**config.mk**
```make
export PLATFORM = sky130hd
export DESIGN_NAME = serial_subtractor_flat
export DESIGN_NICKNAME = d
export VERILOG_FILES = /design/src/rtl/arith_pkg.sv /design/src/rtl/serial_subtractor_if.sv /design/src/rtl/full_subtractor_bit.sv /design/src/rtl/serial_subtractor.sv /design/src/flat_wrapper.sv
export SDC_FILE = /design/constraint.sdc
export NUM_CORES = 1
export LEC_CHECK = 0
export ABC_AREA = 1
export CELL_PAD_IN_SITES_DETAIL_PLACEMENT = 1
export CELL_PAD_IN_SITES_GLOBAL_PLACEMENT = 1
export CORE_MARGIN = 4
export CORE_UTILIZATION = 52
export CTS_BUF_LIST = sky130_fd_sc_hd__clkbuf_2 sky130_fd_sc_hd__clkbuf_4 sky130_fd_sc_hd__clkbuf_8
export DETAILED_ROUTE_END_ITERATION = 7
export DONT_BUFFER_PORTS = 1
export PLACE_DENSITY = 0.92
export SYNTH_ARGS = -nofsm -noshare
export SYNTH_HDL_FRONTEND = slang
export SYNTH_SLANG_ARGS = --single-unit
```
**constraint.sdc**
```tcl
create_clock -name Clk -period 2.1 [get_ports Clk]
set_input_delay 0 -clock Clk [delete_from_list [all_inputs] [get_ports Clk]]
set_output_delay 0 -clock Clk [all_outputs]
set_load 0.005 [all_outputs]
```
**src/rtl/arith_pkg.sv**
```systemverilog
// Shared arithmetic definitions for the bit-serial datapath cells.
package arith_pkg;

  typedef enum logic [1:0] {
    IDLE = 2'd0,
    RUN  = 2'd1,
    DONE = 2'd2
  } sub_state_t;

  localparam int SUB_MAX_WIDTH = 32;

endpackage

```
**src/rtl/serial_subtractor_if.sv**
```systemverilog
// Start/Done handshake bundle between a controlling FSM and serial_subtractor.
// Zero exists only when SERIAL_SUB_ZERO_FLAG_EN is defined.
interface serial_subtractor_if #(
    parameter int WIDTH = 8
);
    // Start is sampled only while Busy=0. A and B are captured on that same edge.
    // Done pulses for one cycle, and Diff/Borrow/Zero then hold until the next Done.
    logic             Start;
    logic [WIDTH-1:0] A;
    logic [WIDTH-1:0] B;
    logic             Busy;
    logic             Done;
    logic [WIDTH-1:0] Diff;
    logic             Borrow;
`ifdef SERIAL_SUB_ZERO_FLAG_EN
    logic             Zero;
`endif

    modport master (
        output Start, A, B,
`ifdef SERIAL_SUB_ZERO_FLAG_EN
        input  Zero,
`endif
        input  Busy, Done, Diff, Borrow
    );

    modport slave (
        input  Start, A, B,
`ifdef SERIAL_SUB_ZERO_FLAG_EN
        output Zero,
`endif
        output Busy, Done, Diff, Borrow
    );

endinterface

```
**src/rtl/full_subtractor_bit.sv**
```systemverilog
// One-bit full subtractor built from two half-subtractor stages and an OR.
module full_subtractor_bit (
    input  logic a,
    input  logic b,
    input  logic bin,
    output logic d,
    output logic bout
);

    logic d1;
    logic b1;
    logic b2;

    assign d1   = a ^ b;
    assign b1   = ~a & b;
    assign d    = d1 ^ bin;
    assign b2   = ~d1 & bin;
    assign bout = b1 | b2;

endmodule

```
**src/rtl/serial_subtractor.sv**
```systemverilog
// Bit-serial unsigned subtractor, Diff = A - B, LSB first with a registered borrow.
// Optional Zero flag enabled by SERIAL_SUB_ZERO_FLAG_EN.
module serial_subtractor
    import arith_pkg::*;
#(
    parameter int WIDTH = 8
) (
    input  logic                Clk,
    input  logic                Rst_n,
    serial_subtractor_if.slave  bus,
    output sub_state_t          dbg_state
);

    localparam int             CW       = $clog2(WIDTH);
    localparam logic [CW-1:0]  CNT_LAST = CW'(WIDTH - 1);

    if (WIDTH < 2 || WIDTH > SUB_MAX_WIDTH) begin : g_bad_width
        $error("serial_subtractor: WIDTH out of range");
    end

    sub_state_t       state_q, state_d;
    logic [WIDTH-1:0] a_q, a_d;
    logic [WIDTH-1:0] b_q, b_d;
    logic             br_q, br_d;
    logic [CW-1:0]    cnt_q, cnt_d;
    logic [WIDTH-2:0] part_q, part_d;
    logic [WIDTH-1:0] diff_q, diff_d;
    logic             borrow_q, borrow_d;
`ifdef SERIAL_SUB_ZERO_FLAG_EN
    logic             zero_q, zero_d;
`endif

    logic             d_bit;
    logic             br_next;
    logic [WIDTH-1:0] full_res;

    full_subtractor_bit u_cell (
        .a   (a_q[0]),
        .b   (b_q[0]),
        .bin (br_q),
        .d   (d_bit),
        .bout(br_next)
    );

    // The newest bit lands at the MSB; after WIDTH-1 shifts bit 0 sits at part_q[0].
    assign full_res = {d_bit, part_q};

    always_comb begin
        state_d  = state_q;
        a_d      = a_q;
        b_d      = b_q;
        br_d     = br_q;
        cnt_d    = cnt_q;
        part_d   = part_q;
        diff_d   = diff_q;
        borrow_d = borrow_q;
`ifdef SERIAL_SUB_ZERO_FLAG_EN
        zero_d   = zero_q;
`endif
        case (state_q)
            IDLE, DONE: begin
                state_d = IDLE;
                if (bus.Start) begin
                    a_d     = bus.A;
                    b_d     = bus.B;
                    br_d    = 1'b0;
                    cnt_d   = '0;
                    part_d  = '0;
                    state_d = RUN;
                end
            end
            RUN: begin
                a_d    = a_q >> 1;
                b_d    = b_q >> 1;
                br_d   = br_next;
                cnt_d  = cnt_q + 1'b1;
                part_d = full_res[WIDTH-1:1];
                if (cnt_q == CNT_LAST) begin
                    diff_d   = full_res;
                    borrow_d = br_next;
`ifdef SERIAL_SUB_ZERO_FLAG_EN
                    zero_d   = (full_res == '0);
`endif
                    state_d  = DONE;
                end
            end
            default: state_d = IDLE;
        endcase
    end

    always_ff @(posedge Clk or negedge Rst_n) begin
        if (!Rst_n) begin
            state_q  <= IDLE;
            a_q      <= '0;
            b_q      <= '0;
            br_q     <= 1'b0;
            cnt_q    <= '0;
            part_q   <= '0;
            diff_q   <= '0;
            borrow_q <= 1'b0;
`ifdef SERIAL_SUB_ZERO_FLAG_EN
            zero_q   <= 1'b1;
`endif
        end else begin
            state_q  <= state_d;
            a_q      <= a_d;
            b_q      <= b_d;
            br_q     <= br_d;
            cnt_q    <= cnt_d;
            part_q   <= part_d;
            diff_q   <= diff_d;
            borrow_q <= borrow_d;
`ifdef SERIAL_SUB_ZERO_FLAG_EN
            zero_q   <= zero_d;
`endif
        end
    end

    assign bus.Busy   = (state_q == RUN);
    assign bus.Done   = (state_q == DONE);
    assign bus.Diff   = diff_q;
    assign bus.Borrow = borrow_q;
`ifdef SERIAL_SUB_ZERO_FLAG_EN
    assign bus.Zero   = zero_q;
`endif
    assign dbg_state  = state_q;

endmodule

```
**src/flat_wrapper.sv**
```systemverilog
// flat-port wrapper written by rule: the top's interface ports become plain ports
module serial_subtractor_flat import arith_pkg::*;
#(
    parameter int WIDTH = 8
)
  (Clk, Rst_n, dbg_state, bus_Start, bus_A, bus_B, bus_Busy, bus_Done, bus_Diff, bus_Borrow);
  serial_subtractor_if #(.WIDTH(WIDTH)) bus_i ();
  input  logic Clk;
  input  logic Rst_n;
  output sub_state_t dbg_state;
  input wire logic [$bits(bus_i.Start)-1:0] bus_Start;
  input wire logic [$bits(bus_i.A)-1:0] bus_A;
  input wire logic [$bits(bus_i.B)-1:0] bus_B;
  output wire logic [$bits(bus_i.Busy)-1:0] bus_Busy;
  output wire logic [$bits(bus_i.Done)-1:0] bus_Done;
  output wire logic [$bits(bus_i.Diff)-1:0] bus_Diff;
  output wire logic [$bits(bus_i.Borrow)-1:0] bus_Borrow;
  assign bus_i.Start = bus_Start;
  assign bus_i.A = bus_A;
  assign bus_i.B = bus_B;
  assign bus_Busy = bus_i.Busy;
  assign bus_Done = bus_i.Done;
  assign bus_Diff = bus_i.Diff;
  assign bus_Borrow = bus_i.Borrow;
  serial_subtractor #(.WIDTH(WIDTH)) u_core (.Clk(Clk), .Rst_n(Rst_n), .bus(bus_i), .dbg_state(dbg_state));
endmodule
```
==> run metrics, run 1 <==
# DRC=0; setup TNS=0 ns; Reg clk slew, reported paths=0.12 ns; leakage=1.14 nW; Resized Gates After CTS=0; unrepaired setup endpoints after global routing=false; Final setup viols=0; Final Core Density=62.9%; Hold Path Class=in -> async; Synth top area share=52.2%; vias=1478; layout cells sized above 1=11.4%; Layout Nets=258; CTS Buffer Depth=2; P&R area growth vs syn=16.1%; Detailed Route Iter0 Violations=180; YS warnings=0; IO Port Bufs=0; Pre-Repair DR Iteration Count=4; Worst-Skew Late Latency=0.36 ns; Register Area=951 sq um; root buf cell=clkbuf_4; Post-Syn Area=1820 sq um; syn_nets=238; Vias/cell=5.22; Hold-fix buffers, CTS=21; kind of cell adding the most delay to the critical path=simple AND/OR/NAND/NOR gates; Relative slew margins=75.1%; CTS tree=done; global-route wire length before repair=8.35 mm; Final Critical Period=1.69 ns; Avg Inst Size Synth=8.43 sq um; largest net degree at the start of global routing=39; # IOs=32; largest area contributor in the netlist=dfrtp_1; chip height=67.2 um; Final ANT Viol Nets=0; Power Density=1580 nW/um^2; total track usage=25.7%; DR WL/cell=18.0 um; Die ar.=4510 sq um; Fillers=407; multi-input logic area=636 sq um; sw frac=44.8%; Max VDD drop=0.782 mV; CP startpoint kind=register; CP max FO=26; n_diodes=0; Num CTS Buffers=5; starting density of the core=54.2%; Clk pwr share=16.0%; commonest non-fill, non-tap cell in the layout=nand2_1; Flop pwr share=39.8%; Die X=67.2 um; Synth Instances=216; initial antenna violation count=0; WP data required=2.34 ns; crit path kind=reg -> reg; fmax=0.592 GHz; Largest stage delay, worst path=0.46 ns; core area=3360 sq um; Pint=0.00185 W; Synth Register Bits=38; Slew Viols, Final=0; GRT overflow=0; sequential fraction of the synthesis area=52.2%; most frequent cells in the layout=68 x nand2_1, 39 x inv_1, 38 x dfrtp_1; CTS H-tree lvls=2; vias in the first global route=1583; fraction of the cycle the final worst path needs=80.4%; final hold slack=0.113 ns; Fin. Hold Viols=0; Core Rows=21; status=completed; gpl congestion=0.761; crit path capture type=register; worst path arrival time=1.93 ns; main area contributors after synthesis=dfrtp_1 52%, nand2_1 14%, inv_1 8.0%; Post-CTS Repair Setup Buffers=0; maxcap violations=0; clk sinks=38; clk_skew=0.0118 ns; DRT Wirelength=5.08 mm; cells along the critical path=inv_2 -> nand2_4 -> nand2_4 -> inv_4 -> nand2_1 -> nand2_1; Combinational Power Share=44.2%; WP buf/inv=2; Synth cell types=20; dpl hpwl=2.69 mm; Worst-Margin Slew=0.373 ns; Max stage delay cell, worst path=dfrtp_1; sw power=0.00150 W
[synthesized netlist by cell type]
cell and count:
dfrtp_1 38, nor2_4 1, o21ai_0 6, nand2_2 1
o21ai_1 5, nand2_1 68, buf_2 3, inv_4 1
inv_1 39, ha_1 2, fa_1 1, inv_2 2
or2_2 1, nand2_4 3, nor2_1 2, o21ai_2 8
buf_6 5, nand3_1 28, a21oi_1 1, clkbuf_1 1
[layout make-up]
type,count,area share [%]
Clock buffer,7,2.49
Clock inverter,1,1.42
Inverter,42,7.57
Multi-Input combinational cell,127,30.1
Sequential cell,38,45.0
Tap cell,46,2.72
Timing Repair Buffer,22,10.8
[path summary, 6_finish.rpt]
check	startpoint	endpoint	slack, ns	cells after the start
max	u_core.dbg_state[1]	u_core.a_q[6]	0.41	6
min	Rst_n	u_core.bus.Diff[0]	0.11	2
max reg2reg	u_core.dbg_state[1]	u_core.a_q[6]	0.41	6
min reg2reg	u_core.a_q[5]	u_core.a_q[5]	0.49	2
max in group asynchronous	Rst_n	u_core.bus.Diff[1]	1.79	2
min in group Clk	bus_B[3]	u_core.b_q[3]	0.41	5
[power groups by stage]
stage | logic [W] | clock network (W) | registers [W]
final | 0.00148 | 0.000535 | 0.00133
after global routing | 0.00167 | 0.000577 | 0.00136
after CTS | 0.00141 | 0.000529 | 0.00131
after detailed placement | 0.00132 | 0 | 0.00132
after global placement | 0.00124 | 0 | 0.00130
after floorplan | 0.00115 | 0 | 0.00125
[flip-flops by register name, indices dropped and copies added (netlist names)]
name,cells
u_core.b_q,8
u_core.a_q,8
u_core.br_q,1
u_core.bus.Borrow,1
u_core.part_q,7
u_core.dbg_state,2
u_core.cnt_q,3
u_core.bus.Diff,8
[worst reg2reg max path: stages (launching register included)]
cell     delay (ns)
dfrtp_1        0.46
inv_2          0.27
nand2_4        0.21
nand2_4        0.31
inv_4          0.16
nand2_1        0.10
nand2_1        0.07
[metrics by stage]
step                      setup slack [ns]  total power, W  cells  cell area [sq um]
after floorplan                      0.852         0.00240    216               1820
after global placement               0.545         0.00253    254               1810
after detailed placement             0.493         0.00264    254               1810
after CTS                            0.468         0.00324    283               2110
after global routing                 0.285         0.00361    283               2110
final                                0.412         0.00334    283               2110
[cells by family after synthesis]
family / Yosys count / synth area share [%]
and+or+nand+nor: 104 / 25.3
buffers and inverters: 51 / 12.9
DFF: 38 / 52.2
AOI/OAI and AO/OA: 20 / 7.14
adders and majority gates: 3 / 2.47
[layer usage]
layer | share of wire (%) | track usage [%] | up-vias
li1 | - | - | 693
met2 | 51 | 43.3 | 36
met5 | 0 | 0 | -
met1 | 43 | 33.2 | 739
met3 | 3.7 | 4.49 | 10
met4 | 1.9 | 9.11 | 0
No activity file was read; power rests on OpenSTA's default activity.
==> run 2: changes to the inputs <==
- ABC_AREA: 1 -> 0
- CORE_UTILIZATION: 52 -> 53
- PLACE_DENSITY: 0.92 -> 0.87
- clock period: 2.1 -> 1.6 ns (I/O delays scaled with it)
==> run 2 against run 1 <==
Clock skew down 0.0013 ns. Combinational power up 5%. Clock power up 31%. Synthesized cell count down 34%. Critical endpoint is now u_core.b_q[5].
==> run metrics, run 2 <==
status=completed; Die ar.=4800 sq um (+6.3%); main area contributors after synthesis=dfrtp_1 48%, mux2i_1 23%, mux2_4 11%; Worst-Skew Late Latency=0.30 ns (-0.06 ns); Register Area=951 sq um (unchanged); n_diodes=0 (unchanged); total power=0.00399 W (+19%); main combinational cell family by area after synthesis=multiplexers; Final Critical Period=1.51 ns; multi-input logic area=933 sq um (+47%); global-route wire length before repair=7.47 mm (-11%); vias=1212 (-18%); CTS H-tree lvls=2 (unchanged); YS warnings=0 (unchanged); vias in the first global route=1430 (-9.7%); Vias/cell=5.74 (+10%); mux cell area share after synthesis=35.6% (+36 points); fmax=0.661 GHz; largest area contributor in the netlist=dfrtp_1; largest net degree at the start of global routing=39 (unchanged); Die X=69.3 um (+3.1%); syn_nets=165 (-31%); r2r startpoint=u_core.cnt_q[0]; commonest non-fill, non-tap cell in the layout=mux2i_1; Synth Register Bits=38 (unchanged); fin cells=211 (-25%); Max stage delay cell, worst path=dlygate4sd3_1; Relative slew margins=31.3% (-44 points); Reg clk slew, reported paths=0.08 ns (-0.04 ns); chip height=69.3 um (+3.1%); Hold Path Class=in -> reg; GRT overflow=0 (unchanged); Max VDD drop=0.934 mV (+19%); most frequent cells in the layout=45 x mux2i_1, 38 x dfrtp_1, 18 x dlygate4sd3_1; leakage=1.15 nW (+1.1%); Resized Gates After CTS=0 (unchanged); CP most frequent cell=mux2i_1; Final setup viols=0 (unchanged); Setup WS post-layout=0.0875 ns (-0.324 ns); CTS Buffer Depth=2 (unchanged); Largest stage delay, worst path=1.22 ns (+0.76 ns); cells along the critical path=dlygate4sd3_1 -> mux2i_1 -> mux2i_1; Simple-Gate Fraction of Synth Area=3.14% (-22 points); Synth cell types=20 (unchanged); Worst-Margin Slew=1.03 ns (+0.654 ns); gpl congestion=0.705 (-7.4%); CP max FO=17 (-35%); core area=3630 sq um (+8.0%); CP startpoint kind=primary input; Pre-Repair DR Iteration Count=4 (unchanged); Fillers=361 (-11%); starting density of the core=54.8% (+0.62 points); worst hold start=bus_Start; Synth top cells by count=45 x mux2i_1, 38 x dfrtp_1, 15 x mux2_4, 10 x a22o_1; P&R area growth vs syn=15.8%; xor and xnor fraction of the mapped netlist area=0.440% (+0.44 points); Synth top area share=47.8% (-4.4 points); DR WL/cell=20.6 um (+15%); Slew Viols, Final=0 (unchanged); Post-Place Setup Slack=0.116 ns (-0.378 ns); DRT Wirelength=4.34 mm (-14%); maxcap violations=0 (unchanged); Adder-Cell Fraction of Synth Area=2.26% (-0.21 points); layout cells sized above 1=20.2% (+8.9 points); crit path kind=in -> reg; unrepaired setup endpoints after global routing=false; Compound-Gate Fraction of Synth Area=5.41% (-1.7 points); setup TNS=0 ns (unchanged); sequential fraction of the synthesis area=47.8% (-4.4 points); clk_skew=0.0105 ns (-0.00128 ns); Core Rows=22 (+4.8%); Layout Nets=184 (-29%); IO Port Bufs=0 (unchanged); root buf cell=clkbuf_8; Post-Syn Area=1990 sq um (+9.3%); WP data required=1.76 ns (-0.58 ns); worst path arrival time=1.68 ns (-0.25 ns); most frequent cell after synthesis=mux2i_1; initial antenna violation count=0 (unchanged); ys flop type=dfrtp_1; Post-Place Cells=184 (-28%); Critical Path Start=bus_Start; crit path capture type=register; Num CTS Buffers=5 (unchanged); Detailed Route Iter0 Violations=71 (-61%); Synth async-reset ratio=100% (unchanged); fraction of the cycle the final worst path needs=94.5%; clk sinks=38 (unchanged); # IOs=32 (unchanged); Fin. Hold Viols=0 (unchanged); CTS tree=done; EDFF count, synth=0 (unchanged); Avg Inst Size Synth=13.9 sq um (+65%); Final ANT Viol Nets=0 (unchanged); dpl hpwl=2.56 mm (-4.8%); total track usage=20.3% (-5.3 points); Synth Instances=143 (-34%); # DRC=0 (unchanged); Power Density=1730 nW/um^2 (+9.6%)
==> run 2: changes by cell type in the layout (fill, tap and decap cells not counted), sizes merged, moves of 10 or more <==
cell	before	now
o21ai	19	2
inv	42	4
a22o	0	10
nand2	72	0
nand3	28	2
mux2	0	18
mux2i	0	45
==> run 2: path summary, 6_finish.rpt <==
path                       cells after the start                  to  slack (ns)
max                                            3       u_core.b_q[5]        0.09
min reg2reg                                    1    u_core.part_q[0]        0.53
max in group asynchronous                      2  u_core.bus.Diff[2]        1.25
max reg2reg                                    4  u_core.bus.Diff[2]        0.10
min in group asynchronous                      2       u_core.b_q[2]        0.16
min                                            2         u_core.br_q        0.14
==> run 2: final cells by class <==
type / count / share of cell area (%)
Tap cell: 48 / 2.61
Clock buffer: 7 / 3.91
Multi-Input combinational cell: 89 / 40.5
Timing Repair Buffer: 24 / 10.9
Sequential cell: 38 / 41.3
Clock inverter: 1 / 0.217
Inverter: 4 / 0.651
==> run 2: what timing repair did <==
action	in CTS	in global routing
setup buffers	0	0
endpoints found under the hold margin	55	0
hold buffers	19	0
==> run 2: logic make-up after synthesis <==
family,count (synthesis)
muxes,63
AOI/OAI and AO/OA,13
adders and majority gates,3
xor gates and xnor gates,1
buffers and inverters,16
and+or+nand+nor,9
DFF,38
==> run 2: metrics by stage <==
step / hold WS, ns / area [sq um] / util, %
6_report: 0.137 / 2300 / 63.4
5_1_grt: 0.159 / 2300 / 63.4
4_1_cts: 0.136 / 2300 / 63.4
3_5_place_dp: -0.294 / 2010 / 55.3
3_3_place_gp: -0.294 / 2010 / 55.3
2_1_floorplan: -0.296 / 1990 / -
==> run 2: layer usage <==
layer / wire length (um) / GRT usage [%] / part of all wire [%] / up-vias
li1: - / - / - / 551
met1: 1660 / 21.4 / 38 / 623
met2: 2380 / 36.7 / 55 / 27
met3: 185 / 6.52 / 4.3 / 11
met4: 120 / 9.11 / 2.8 / 0
met5: 0 / 0 / 0 / -
==> run 2: power breakdown <==
part	internal (W)	switching [W]
clock network	0.000365	0.000338
registers	0.00136	0.000367
logic	0.000923	0.000641
total	0.00265	0.00135
==> run 2: critical path: cells and delay by family <==
kind | cells | cell delay [ns]
mux | 2 | 0.46
buf+inv | 1 | 1.22
==> run 3: changes to the inputs <==
==> constraint.sdc (replaced) <==
create_clock -name Clk -period 1.6 [get_ports Clk]
set_input_delay 0.4 -clock Clk [delete_from_list [all_inputs] [get_ports Clk]]
set_output_delay 0.4 -clock Clk [all_outputs]
set_load 0.005 [all_outputs]
==> run 3 against run 2 <==
Sequential power barely moved. Utilization shrank 4.5 points. First-iteration DRC count fell by 21%. Critical endpoint is now bus_Busy.
==> run metrics, run 3 (same netlist as run 2, synthesis figures left out) <==
core area=3630 sq um (unchanged); crit path capture type=primary output; CTS Buffer Depth=2 (unchanged); Die X=69.3 um (unchanged); P&R area growth vs syn=7.61%; # IOs=32 (unchanged); Pre-Repair DR Iteration Count=4 (unchanged); Vias/cell=5.79 (+0.78%); fmax=0.657 GHz (-0.70%); n_diodes=0 (unchanged); DRT Wirelength=3.50 mm (-20%); Final Critical Period=1.52 ns (+0.0107 ns); Num CTS Buffers=5 (unchanged); most frequent cells in the layout=45 x mux2i_1, 37 x dfrtp_1, 15 x mux2_4; Reg clk slew, reported paths=0.07 ns (about the same); starting density of the core=54.8% (unchanged); Layout Nets=167 (-9.2%); fraction of the cycle the final worst path needs=95.2% (+0.67 points); Core Rows=22 (unchanged); vias in the first global route=1336 (-6.6%); CTS tree=done; unrepaired setup endpoints after global routing=false; worst hold start=bus_Start; GRT overflow=0 (unchanged); final instance area=2140 sq um (-7.1%); Worst-Margin Slew=0.765 ns (-0.263 ns); Die ar.=4800 sq um (unchanged); Max stage delay cell, worst path=dfrtp_2; worst path arrival time=1.12 ns (-0.56 ns); largest net degree at the start of global routing=39 (unchanged); Hold Path Class=in -> reg; gpl congestion=0.715 (+1.5%); chip height=69.3 um (unchanged); IO Port Bufs=0 (unchanged); setup TNS=0 ns (unchanged); layout cells sized above 1=24.0% (+3.7 points); clk_skew=0.00990 ns (-0.000621 ns); Worst-Skew Late Latency=0.28 ns (-0.02 ns); total track usage=16.0% (-4.4 points); CP max FO=26 (+9); Max VDD drop=0.957 mV (+2.5%); Largest stage delay, worst path=0.43 ns (-0.79 ns); Relative slew margins=48.8% (+18 points); r2r startpoint=u_core.cnt_q[0]; Power Density=1800 nW/um^2 (+4.0%); Final ANT Viol Nets=0 (unchanged); leakage=1.08 nW (-5.7%); final hold slack=0.273 ns (+0.136 ns); CP startpoint kind=register; maxcap violations=0 (unchanged); cells along the critical path=buf_12 -> nor2b_2; vias=1123 (-7.3%); WP buf/inv=1 (unchanged); Slew Viols, Final=0 (unchanged); CTS H-tree lvls=2 (unchanged); Cell Area, Placed=2010 sq um (unchanged); initial antenna violation count=0 (unchanged); global-route wire length before repair=6.27 mm (-16%); commonest non-fill, non-tap cell in the layout=mux2i_1; Detailed Route Iter0 Violations=56 (-21%); Post-CTS Repair Setup Buffers=0 (unchanged); kind of cell adding the most delay to the critical path=flip-flops; dpl hpwl=2.46 mm (-4.2%); Final setup viols=0 (unchanged); crit path kind=reg -> out; Fin. Hold Viols=0 (unchanged); status=completed; WP data required=1.20 ns (-0.56 ns); # DRC=0 (unchanged); root buf cell=clkbuf_8; clk sinks=38 (unchanged); DR WL/cell=18.0 um (-12%); Critical Path Start=u_core.dbg_state[0]
-- run 3: cell count changes in the layout (fill, tap and decap cells not counted) --
cell           before  now
buf_4               4    3
nor2b_2             0    1
buf_6               0    1
dfrtp_1            38   37
dfrtp_2             0    1
nor2b_1             2    1
dlygate4sd3_1      18    1
-- run 3: layout make-up --
class	instances	area, sq um
Multi-Input combinational cell	89	936
Clock inverter	1	5.00
Timing Repair Buffer	7	83.8
Sequential cell	38	952
Inverter	4	15.0
Fill cell	374	1490
Clock buffer	7	90.1
Tap cell	48	60.1
-- run 3: routing by layer --
| layer | global-route usage (%) | up-vias | wire length (um) | share of wire (%) |
|---|---|---|---|---|
| li1 | - | 515 | - | - |
| met1 | 18.3 | 579 | 1440 | 41 |
| met2 | 28.4 | 25 | 1860 | 53 |
| met3 | 4.93 | 4 | 178 | 5.1 |
| met4 | 4.56 | 0 | 22 | 0.63 |
| met5 | 0 | - | 0 | 0 |
-- run 3: timing repair --
action	in CTS	in global routing
cloned	0	0
gates resized for setup	1	2
hold buffers	2	0
endpoints found under the hold margin	38	0
setup endpoints to repair	1	2
-- run 3: worst paths after layout --
check                                      end  slack, ns  cells past startpoint
max reg2reg                 u_core.bus.Diff[2]       0.12                      4
max                                   bus_Busy       0.08                      2
min reg2reg                        u_core.br_q       0.53                      1
min in group asynchronous  u_core.dbg_state[0]       0.57                      2
min                        u_core.dbg_state[0]       0.27                      1
max in group asynchronous        u_core.b_q[7]       0.82                      2
-- run 3: where the power goes --
part	switching (W)	total, W	internal, W
Clock	0.000309	0.000673	0.000364
Combinational	0.000572	0.00148	0.000907
Sequential	0.000348	0.00171	0.00136
-- run 3: stage by stage --
stage	total power (W)	setup WS, ns	std cells	util (%)
6_report	0.00386	0.0768	194	59.0
5_1_grt	0.00418	0.0101	194	59.0
4_1_cts	0.00392	0.0270	194	58.8
3_5_place_dp	0.00319	0.109	184	55.3
3_3_place_gp	0.00305	0.155	184	55.3
2_1_floorplan	0.00291	0.153	143	-
